[src/rtl/snn_lif_core.sv]
// Two-neuron leaky-integrate-and-fire core: synchronised input spike edges feed a
// fully connected 2x2 signed weight matrix; leak, threshold and refractory run on a divided tick.
module snn_lif_core #(
    parameter int MEM_W      = 12,
    parameter int W_W        = 8,
    parameter logic signed [W_W-1:0] W00 = 60,
    parameter logic signed [W_W-1:0] W01 = 20,
    parameter logic signed [W_W-1:0] W10 = -30,
    parameter logic signed [W_W-1:0] W11 = 70,
    parameter int THRESH     = 100,
    parameter int LEAK_SHIFT = 3,
    parameter int TICK_DIV   = 16,
    parameter int REFRAC     = 2,
    parameter int PULSE_LEN  = 4
) (
    input  logic                    wb_clk_i,
    input  logic                    wb_rst_i,
    input  logic                    en,
    input  logic [1:0]              in_spike,
    output logic [1:0]              out_spike,
    output logic [1:0]              io_oeb,
    output logic signed [MEM_W-1:0] v0_dbg,
    output logic signed [MEM_W-1:0] v1_dbg
);

    localparam int CNT_W = $clog2(TICK_DIV);
    localparam int REF_W = (REFRAC < 1) ? 1 : $clog2(REFRAC + 1);
    localparam int PUL_W = $clog2(PULSE_LEN + 1);
    localparam int SUM_W = MEM_W + 2;

    localparam logic signed [SUM_W-1:0] S_MAX = {3'b000, {(MEM_W-1){1'b1}}};
    localparam logic signed [SUM_W-1:0] S_MIN = {3'b111, {(MEM_W-1){1'b0}}};
    localparam logic signed [MEM_W-1:0] TH    = MEM_W'(THRESH);

    // Input path: two synchroniser stages, then a previous-value stage for edge detection,
    // with the detected edge itself registered so the event is one clean cycle wide.
    logic [1:0] sync1_q, sync1_d;
    logic [1:0] sync2_q, sync2_d;
    logic [1:0] prev_q,  prev_d;
    logic [1:0] ev_q,    ev_d;

    logic [CNT_W-1:0] cnt_q, cnt_d;
    logic             tick;

    always_comb begin
        sync1_d = in_spike;
        sync2_d = sync1_q;
        prev_d  = sync2_q;
        ev_d    = sync2_q & ~prev_q;
    end

    always_comb begin
        tick  = en && (cnt_q == CNT_W'(TICK_DIV - 1));
        cnt_d = cnt_q;
        if (en) begin
            cnt_d = tick ? '0 : cnt_q + CNT_W'(1);
        end
    end

    always_ff @(posedge wb_clk_i or posedge wb_rst_i) begin
        if (wb_rst_i) begin
            sync1_q <= '0;
            sync2_q <= '0;
            prev_q  <= '0;
            ev_q    <= '0;
            cnt_q   <= '0;
        end else begin
            sync1_q <= sync1_d;
            sync2_q <= sync2_d;
            prev_q  <= prev_d;
            ev_q    <= ev_d;
            cnt_q   <= cnt_d;
        end
    end

    logic [1:0][MEM_W-1:0] v_all;

    genvar gi;
    generate
        for (gi = 0; gi < 2; gi++) begin : g_neuron
            localparam logic signed [W_W-1:0]   WA     = (gi == 0) ? W00 : W10;
            localparam logic signed [W_W-1:0]   WB     = (gi == 0) ? W01 : W11;
            localparam logic signed [SUM_W-1:0] WA_EXT = {{(SUM_W-W_W){WA[W_W-1]}}, WA};
            localparam logic signed [SUM_W-1:0] WB_EXT = {{(SUM_W-W_W){WB[W_W-1]}}, WB};

            logic signed [MEM_W-1:0] v_q, v_d;
            logic [REF_W-1:0]        refrac_q, refrac_d;
            logic [PUL_W-1:0]        pulse_q, pulse_d;
            logic                    out_q, out_d;

            logic [1:0]              ev_use;
            logic signed [SUM_W-1:0] sum;
            logic signed [MEM_W-1:0] s;
            logic signed [MEM_W-1:0] l;
            logic                    fire;

            always_comb begin
                ev_use = (refrac_q == '0) ? ev_q : 2'b00;
                sum    = {{2{v_q[MEM_W-1]}}, v_q};
                if (ev_use[0]) sum = sum + WA_EXT;
                if (ev_use[1]) sum = sum + WB_EXT;

                if (sum > S_MAX)      s = S_MAX[MEM_W-1:0];
                else if (sum < S_MIN) s = S_MIN[MEM_W-1:0];
                else                  s = sum[MEM_W-1:0];

                // Leak is applied to the post-integration value, so tick-cycle events count.
                l    = s - (s >>> LEAK_SHIFT);
                fire = tick && (l >= TH) && (refrac_q == '0);

                v_d      = v_q;
                refrac_d = refrac_q;
                if (en) begin
                    if (!tick) begin
                        v_d = s;
                    end else if (fire) begin
                        v_d      = '0;
                        refrac_d = REF_W'(REFRAC);
                    end else begin
                        v_d = l;
                        if (refrac_q != '0) refrac_d = refrac_q - REF_W'(1);
                    end
                end

                // The pulse stretcher runs regardless of en so an active pulse always completes.
                pulse_d = pulse_q;
                if (fire)                pulse_d = PUL_W'(PULSE_LEN);
                else if (pulse_q != '0)  pulse_d = pulse_q - PUL_W'(1);
                out_d = (pulse_d != '0);
            end

            always_ff @(posedge wb_clk_i or posedge wb_rst_i) begin
                if (wb_rst_i) begin
                    v_q      <= '0;
                    refrac_q <= '0;
                    pulse_q  <= '0;
                    out_q    <= 1'b0;
                end else begin
                    v_q      <= v_d;
                    refrac_q <= refrac_d;
                    pulse_q  <= pulse_d;
                    out_q    <= out_d;
                end
            end

            assign v_all[gi]     = v_q;
            assign out_spike[gi] = out_q;
        end
    endgenerate

    assign v0_dbg = v_all[0];
    assign v1_dbg = v_all[1];
    assign io_oeb = 2'b00;

endmodule

[config.mk]
export PLATFORM = sky130hd
export DESIGN_NAME = snn_lif_core
export DESIGN_NICKNAME = d
export VERILOG_FILES = /design/src/rtl/snn_lif_core.sv
export SDC_FILE = /design/constraint.sdc
export NUM_CORES = 1
export LEC_CHECK = 0
export ABC_AREA = 1
export CAP_MARGIN = 20
export CORE_UTILIZATION = 60
export CTS_BUF_LIST = sky130_fd_sc_hd__clkbuf_4 sky130_fd_sc_hd__clkbuf_8
export CTS_CLUSTER_DIAMETER = 150
export DETAILED_ROUTE_END_ITERATION = 10
export GPL_ROUTABILITY_DRIVEN = 0
export HOLD_SLACK_MARGIN = 0.05
export PLACE_DENSITY = 0.81
export SETUP_SLACK_MARGIN = 0.2
export SYNTH_ARGS = -nofsm -noshare
export SYNTH_HDL_FRONTEND = slang
export SYNTH_SLANG_ARGS = --single-unit
[constraint.sdc]
create_clock -name wb_clk_i -period 4.8 [get_ports wb_clk_i]
set_input_delay 1.44 -clock wb_clk_i [delete_from_list [all_inputs] [get_ports wb_clk_i]]
set_output_delay 1.44 -clock wb_clk_i [all_outputs]
set_load 0.02 [all_outputs]
==> results of run 1 <==
## layer usage
layer / share of wire / vias up
met2: 0.47 / 233
li1: - / 2645
met3: 0.071 / 33
met5: 0 / -
met4: 0.017 / 0
met1: 0.44 / 2530
## layout by cell type (no fill, tap or decap), types with 3 or more instances in the layout
| master | Yosys | final |
|---|---|---|
| sky130_fd_sc_hd__clkbuf_8 | 0 | 5 |
| sky130_fd_sc_hd__nand3b_1 | 5 | 5 |
| sky130_fd_sc_hd__a21oi_2 | 15 | 25 |
| sky130_fd_sc_hd__nand3_1 | 58 | 57 |
| sky130_fd_sc_hd__inv_1 | 130 | 124 |
| sky130_fd_sc_hd__nand4_1 | 26 | 26 |
| sky130_fd_sc_hd__ha_2 | 0 | 6 |
| sky130_fd_sc_hd__xnor2_1 | 3 | 3 |
| sky130_fd_sc_hd__nand2_2 | 29 | 38 |
| sky130_fd_sc_hd__nand2_4 | 10 | 13 |
| sky130_fd_sc_hd__ha_1 | 34 | 26 |
| sky130_fd_sc_hd__nand3_2 | 8 | 8 |
| sky130_fd_sc_hd__xor2_1 | 14 | 14 |
| sky130_fd_sc_hd__nor2_2 | 7 | 11 |
| sky130_fd_sc_hd__dfrtp_1 | 48 | 46 |
| sky130_fd_sc_hd__o21ai_2 | 1 | 4 |
| sky130_fd_sc_hd__nor2_1 | 76 | 72 |
| sky130_fd_sc_hd__nor3_1 | 7 | 6 |
| sky130_fd_sc_hd__nand2_1 | 188 | 177 |
| sky130_fd_sc_hd__buf_4 | 6 | 17 |
| sky130_fd_sc_hd__o21ai_1 | 4 | 7 |
| sky130_fd_sc_hd__clkdlybuf4s50_1 | 0 | 30 |
| sky130_fd_sc_hd__inv_2 | 5 | 10 |
| sky130_fd_sc_hd__a21oi_4 | 1 | 3 |
| sky130_fd_sc_hd__a21oi_1 | 59 | 47 |
| sky130_fd_sc_hd__o21ai_0 | 26 | 18 |
| sky130_fd_sc_hd__nand3_4 | 3 | 5 |
| sky130_fd_sc_hd__nor2_4 | 5 | 5 |
## kinds of logic (layout without fill, tap and decap cells)
group,after synthesis,after routing,synth area share
other cells,1,2,0.000713
buf+inv,156,194,0.123
xor+xnor,19,19,0.0345
flops,48,48,0.228
simple gates,429,432,0.406
compound gates,113,113,0.124
mux,1,1,0.00190
fa+ha+maj,34,34,0.0809
## flip-flops by register name, summed over array words and instances (netlist names)
| name | cells |
|---|---|
| g_neuron.out_q | 2 |
| cnt_q | 4 |
| prev_q | 2 |
| v1_dbg | 12 |
| v0_dbg | 12 |
| ev_q | 2 |
| g_neuron.refrac_q | 4 |
| g_neuron.pulse_q | 6 |
| prev_d | 2 |
| sync1_q | 2 |
## path summary, 6_finish.rpt
check / startpoint / endpoint / slack, ps
worst max-delay path: g_neuron[1].refrac_q[0]$_DFFE_PP0P_ / v1_dbg[8]$_DFFE_PP0P_ / 450
worst min-delay path: sync1_q[0]$_DFF_PP0_ / prev_d[0]$_DFF_PP0_ / 350
worst max register to register: g_neuron[1].refrac_q[0]$_DFFE_PP0P_ / v1_dbg[8]$_DFFE_PP0P_ / 450
worst min register to register: sync1_q[0]$_DFF_PP0_ / prev_d[0]$_DFF_PP0_ / 350
max in group asynchronous: wb_rst_i / v1_dbg[1]$_DFFE_PP0P_ / 3020
min in group asynchronous: wb_rst_i / g_neuron[0].pulse_q[0]$_DFF_PP0_ / 1320
## through the flow
step / hold WS [ps] / util
final: 354 / 0.736
after global routing: 367 / 0.736
after floorplan: 331 / -
after CTS: 358 / 0.689
after detailed placement: 337 / 0.672
after global placement: 333 / 0.672
## cell type report
| class | instances | area, um2 | share of cell area |
|---|---|---|---|
| multi-input combinational | 601 | 3680 | 0.599 |
| tap | 105 | 131 | 0.0214 |
| clock inverter | 2 | 60.1 | 0.00979 |
| timing repair buffer | 50 | 475 | 0.0775 |
| sequential | 48 | 1200 | 0.196 |
| clock buffer | 5 | 68.8 | 0.0112 |
| inverter | 137 | 520 | 0.0848 |
## repair_timing
item                       4_1_cts  5_1_grt
buffers inserted                 0       13
setup endpoints to repair       17       35
cloned                           0        3
pin swaps                        0       20
gates resized for setup          4       70
==> summary.md, run 1 <==
## Yosys
- most instantiated library cell after synthesis: sky130_fd_sc_hd__nand2_1
- synthesized area divided by synthesized cell count: 6.56 um2
- post-synthesis async set-or-reset flop share: 1.00
- most area-hungry cell type in the Yosys netlist: sky130_fd_sc_hd__dfrtp_1
- synthesized instance count: 801
- Netlist Area Pre-Place: 5260 um2
- predominant post-synthesis flop cell: sky130_fd_sc_hd__dfrtp_1
- Warnings, synthesis: 0
- post-synth top area share: 0.228
- distinct cell type count after synthesis: 45
- leading post-synthesis cells by instance count: sky130_fd_sc_hd__nand2_1 (188), sky130_fd_sc_hd__inv_1 (130), sky130_fd_sc_hd__nor2_1 (76), sky130_fd_sc_hd__a21oi_1 (59), sky130_fd_sc_hd__nand3_1 (58)
- number of flops mapped to enable cells by yosys: 0
- cell types occupying the most area after synthesis: sky130_fd_sc_hd__dfrtp_1 (23%), sky130_fd_sc_hd__nand2_1 (13%), sky130_fd_sc_hd__inv_1 (9.3%)
- flip-flop and latch count after synthesis: 48
- proportion of synthesized chip area in sequential cells: 0.228

## Route
- sum of routed wire length over all layers: 14000 um
- number of nets with antenna violations after detailed routing: 0
- first drt pass iteration count: 5
- DRC Markers: 0
- routed vias: 5441
- via-per-instance ratio: 5.74
- count of routing violations after the opening detailed-route iteration: 490
- post-DR wirelength/cell: 14.8 um

## Min path
- instance count along the most critical hold path: 0
- Hold/Removal Path Class: reg -> reg

## Floorplanning
- number of I/O pins: 33
- Die Span Y: 95.6 um
- area of the placeable core: 8340 um2
- total number of placement rows: 33
- effective utilization at floorplan: 0.630
- overall die area: 9140 um2
- horizontal die dimension: 95.6 um

## GRT
- met3 usage in global routing: 0.0375
- number of global-route vias before repair: 4732
- initial antenna violation count: 0
- GRT Util Overall: 0.297
- first-pass GRT wire length: 21200 um
- total overflow reported by the global router: 0
- GRT met1 Usage: 0.416
- Most Used Layer, Global Route: met2
- largest net degree at the start of global routing: 49
- met2 track demand over resource: 0.495

## Place
- total instance count after detailed placement: 924
- # port buffers: 30
- worst slack at placement: 61.0 ps
- DP Area: 5610 um2
- total half-perimeter wirelength after legalization and detailed placement: 10200 um

## Finish
- number of nets at the end of the flow: 882
- final non-filler cell total: 948
- antenna cells: 0
- count of fill cells added during filler insertion: 652
- fraction of final layout cells with drive strength greater than 1: 0.206
- final instance area: 6140 um2
- Synth-to-Final Area Change: 16.7%

## Setup path
- required time of the critical path: 5040 ps
- Stages on worst setup path: 28
- Critical Path AT: 4580 ps
- critical path's top delay family: simple AND/OR/NAND/NOR gates
- CP Buf/Inv Count: 3
- delay of the slowest critical-path stage: 390 ps
- largest fanout on the critical path: 8
- Crit path top cell by count: sky130_fd_sc_hd__nand2_1
- crit path max-delay cell type: sky130_fd_sc_hd__ha_2
- logic depth of the worst register-to-register path: 28
- startpoint types: register
- startpoint-to-endpoint class of the critical path: reg -> reg
- nature of the critical path endpoint: register

## Timing
- setup skew after layout: 2.79 ps
- final-report max-slew violation count: 0
- share of the cycle needed by the critical path after routing: 0.906
- final setup violation count: 0
- hold violation count in the final report: 0
- top achievable clock speed: 230 MHz
- TNS Setup: 0 ps
- final period demand of the worst path: 4350 ps
- worst max-slew margin expressed relative to the limit: 0.586
- setup repair after global routing missed its margin: true
- measured slew at the worst slew-check pin: 619 ps
- crit path setup slack, layout: 451 ps

## Job
- number of max-cap violations: 0

## Clock tree
- H-tree depth reported by CTS: 2
- Worst-path clk slew: 90 ps
- Root Buffer: sky130_fd_sc_hd__clkbuf_8
- CTS sink count: 48
- maximum count of clock buffers along a single path: 2
- TritonCTS buffer count: 5
- total of hold buffers inserted after clock tree synthesis: 0
- clock latency at the later pin of the worst-skew pair: 300 ps
- clock tree from TritonCTS: built

## Run status
- result of the run: finished clean

Power of run 1 is left out: the tool's default activity adds up to more than one toggle a clock period on the data nets, which glitch-free logic cannot reach.
==> inputs of run 2 (changes only) <==
--- a/config.mk
+++ b/config.mk
@@ -7,13 +7,12 @@
 export LEC_CHECK = 0
 export ABC_AREA = 1
 export CAP_MARGIN = 20
-export CORE_UTILIZATION = 60
+export CORE_UTILIZATION = 45
 export CTS_BUF_LIST = sky130_fd_sc_hd__clkbuf_4 sky130_fd_sc_hd__clkbuf_8
 export CTS_CLUSTER_DIAMETER = 150
 export DETAILED_ROUTE_END_ITERATION = 10
 export GPL_ROUTABILITY_DRIVEN = 0
 export HOLD_SLACK_MARGIN = 0.05
-export PLACE_DENSITY = 0.81
 export SETUP_SLACK_MARGIN = 0.2
 export SYNTH_ARGS = -nofsm -noshare
 export SYNTH_HDL_FRONTEND = slang
==> summary.md, run 2 (synthesis gave the netlist of run 1 again) <==
## Floorplanning
- overall die area: 12100 um2
- number of I/O pins: 33
- Die Span Y: 110 um
- area of the placeable core: 11400 um2
- total number of placement rows: 39
- horizontal die dimension: 110 um
- effective utilization at floorplan: 0.460

## Route
- via-per-instance ratio: 5.26
- routed vias: 5184
- DRC Markers: 0
- number of nets with antenna violations after detailed routing: 0
- sum of routed wire length over all layers: 14000 um
- count of routing violations after the opening detailed-route iteration: 394
- post-DR wirelength/cell: 14.2 um
- first drt pass iteration count: 7

## Finish
- number of nets at the end of the flow: 880
- total area of multi-input combinational cells: 3760 um2
- leading cell type in the layout, fill and taps excluded: sky130_fd_sc_hd__nand2_1
- count of fill cells added during filler insertion: 1153
- fraction of final layout cells with drive strength greater than 1: 0.207
- register cell area after layout: 1200 um2
- antenna cells: 0
- Synth-to-Final Area Change: 18.3%
- most used cells in the layout excluding fill and tap cells: sky130_fd_sc_hd__nand2_1 (177), sky130_fd_sc_hd__inv_1 (122), sky130_fd_sc_hd__nor2_1 (73)

## GRT
- GRT Util Overall: 0.229
- number of global-route vias before repair: 4512
- first-pass GRT wire length: 21600 um
- total overflow reported by the global router: 0
- largest net degree at the start of global routing: 49
- initial antenna violation count: 0

## Timing
- worst max-slew margin expressed relative to the limit: 0.596
- hold violation count in the final report: 0
- TNS Setup: 0 ps
- measured slew at the worst slew-check pin: 605 ps
- setup repair after global routing missed its margin: false
- share of the cycle needed by the critical path after routing: 0.900
- setup skew after layout: 9.58 ps
- final setup violation count: 0
- final-report max-slew violation count: 0
- top achievable clock speed: 231 MHz
- final period demand of the worst path: 4320 ps

## Clock tree
- total of hold buffers inserted after clock tree synthesis: 0
- TritonCTS buffer count: 5
- Root Buffer: sky130_fd_sc_hd__clkbuf_8
- clock tree from TritonCTS: built
- H-tree depth reported by CTS: 2
- clock latency at the later pin of the worst-skew pair: 300 ps
- Worst-path clk slew: 100 ps
- maximum count of clock buffers along a single path: 2
- CTS sink count: 48

## Place
- total half-perimeter wirelength after legalization and detailed placement: 10700 um
- # port buffers: 30

## Min path
- Hold/Removal Path Class: reg -> reg
- instance count along the most critical hold path: 0

## Setup path
- delay of the slowest critical-path stage: 460 ps
- startpoint-to-endpoint class of the critical path: reg -> reg
- Critical Path AT: 4500 ps
- crit path max-delay cell type: sky130_fd_sc_hd__dfrtp_2
- required time of the critical path: 4980 ps
- largest fanout on the critical path: 6
- Crit path top cell by count: sky130_fd_sc_hd__nand2_1
- logic depth of the worst register-to-register path: 32
- nature of the critical path endpoint: register
- startpoint types: register

## Job
- number of max-cap violations: 0

## Run status
- result of the run: finished clean

## run 2: layout make-up
type	count	share of cell area
Clock buffer	7	0.0145
Clock inverter	1	0.00121
Inverter	137	0.0841
Multi-Input combinational cell	601	0.605
Sequential cell	48	0.194
Tap cell	143	0.0288
Timing Repair Buffer	48	0.0727
## run 2: stage by stage
| step | instances | hold slack, ps | utilization | setup slack [ps] | cell area [um2] |
|---|---|---|---|---|---|
| 2_1_floorplan | 802 | 331 | - | 601 | 5260 |
| 3_3_place_gp | 962 | 336 | 0.495 | 179 | 5660 |
| 3_5_place_dp | 962 | 335 | 0.495 | 103 | 5660 |
| 4_1_cts | 970 | 356 | 0.505 | 195 | 5770 |
| 5_1_grt | 985 | 367 | 0.544 | 166 | 6220 |
| 6_report | 985 | 355 | 0.544 | 480 | 6220 |
## run 2: routing by layer
metal | global-route usage | share of wire | routed length [um] | vias up
met1 | 0.345 | 0.50 | 6950 | 2408
met2 | 0.357 | 0.45 | 6280 | 123
met5 | 0 | 0 | 0 | -
met3 | 0.0259 | 0.046 | 649 | 10
li1 | - | - | - | 2643
met4 | 0.0385 | 0.0090 | 126 | 0
## run 2: worst paths after layout
check                                       from  slack [ps]                                  end
setup / recovery           v1_dbg[2]$_DFFE_PP0P_         480  g_neuron[1].refrac_q[1]$_DFFE_PP0P_
hold reg to reg             sync1_q[1]$_DFF_PP0_         350                  prev_d[1]$_DFF_PP0_
hold / removal              sync1_q[1]$_DFF_PP0_         350                  prev_d[1]$_DFF_PP0_
max in group asynchronous               wb_rst_i        2810                v1_dbg[2]$_DFFE_PP0P_
setup reg to reg           v1_dbg[2]$_DFFE_PP0P_         480  g_neuron[1].refrac_q[1]$_DFFE_PP0P_
min in group asynchronous               wb_rst_i        1470     g_neuron[0].pulse_q[2]$_DFF_PP0_
## run 2: timing repair
action                     4_1_cts  5_1_grt
hold endpoints to repair         0        0
pin swaps                        0       29
gates cloned                     0        3
setup endpoints to repair       17       35
resized for setup                5       80
setup buffers                    0       11
## run 2: worst max-delay path: cells and delay by family (launching register included)
family | cells | cell delay [ps]
AOI/OAI and AO/OA | 6 | 660
adders and majority gates | 3 | 710
buffers and inverters | 5 | 480
and+or+nand+nor | 18 | 1860
DFF | 1 | 460
Power of run 2 is left out for the same reason.
==> inputs of run 3 (changes only) <==
--- a/config.mk
+++ b/config.mk
@@ -9,7 +9,7 @@
 export CAP_MARGIN = 20
 export CORE_UTILIZATION = 45
 export CTS_BUF_LIST = sky130_fd_sc_hd__clkbuf_4 sky130_fd_sc_hd__clkbuf_8
-export CTS_CLUSTER_DIAMETER = 150
+export CTS_CLUSTER_DIAMETER = 60
 export DETAILED_ROUTE_END_ITERATION = 10
 export GPL_ROUTABILITY_DRIVEN = 0
 export HOLD_SLACK_MARGIN = 0.05
@@ -17,3 +17,4 @@
 export SYNTH_ARGS = -nofsm -noshare
 export SYNTH_HDL_FRONTEND = slang
 export SYNTH_SLANG_ARGS = --single-unit
+export TNS_END_PERCENT = 100
==> results of run 3 <==
No change in the layout: final DEF, timing and power equal those of run 2.
Power of run 3 is left out for the same reason.
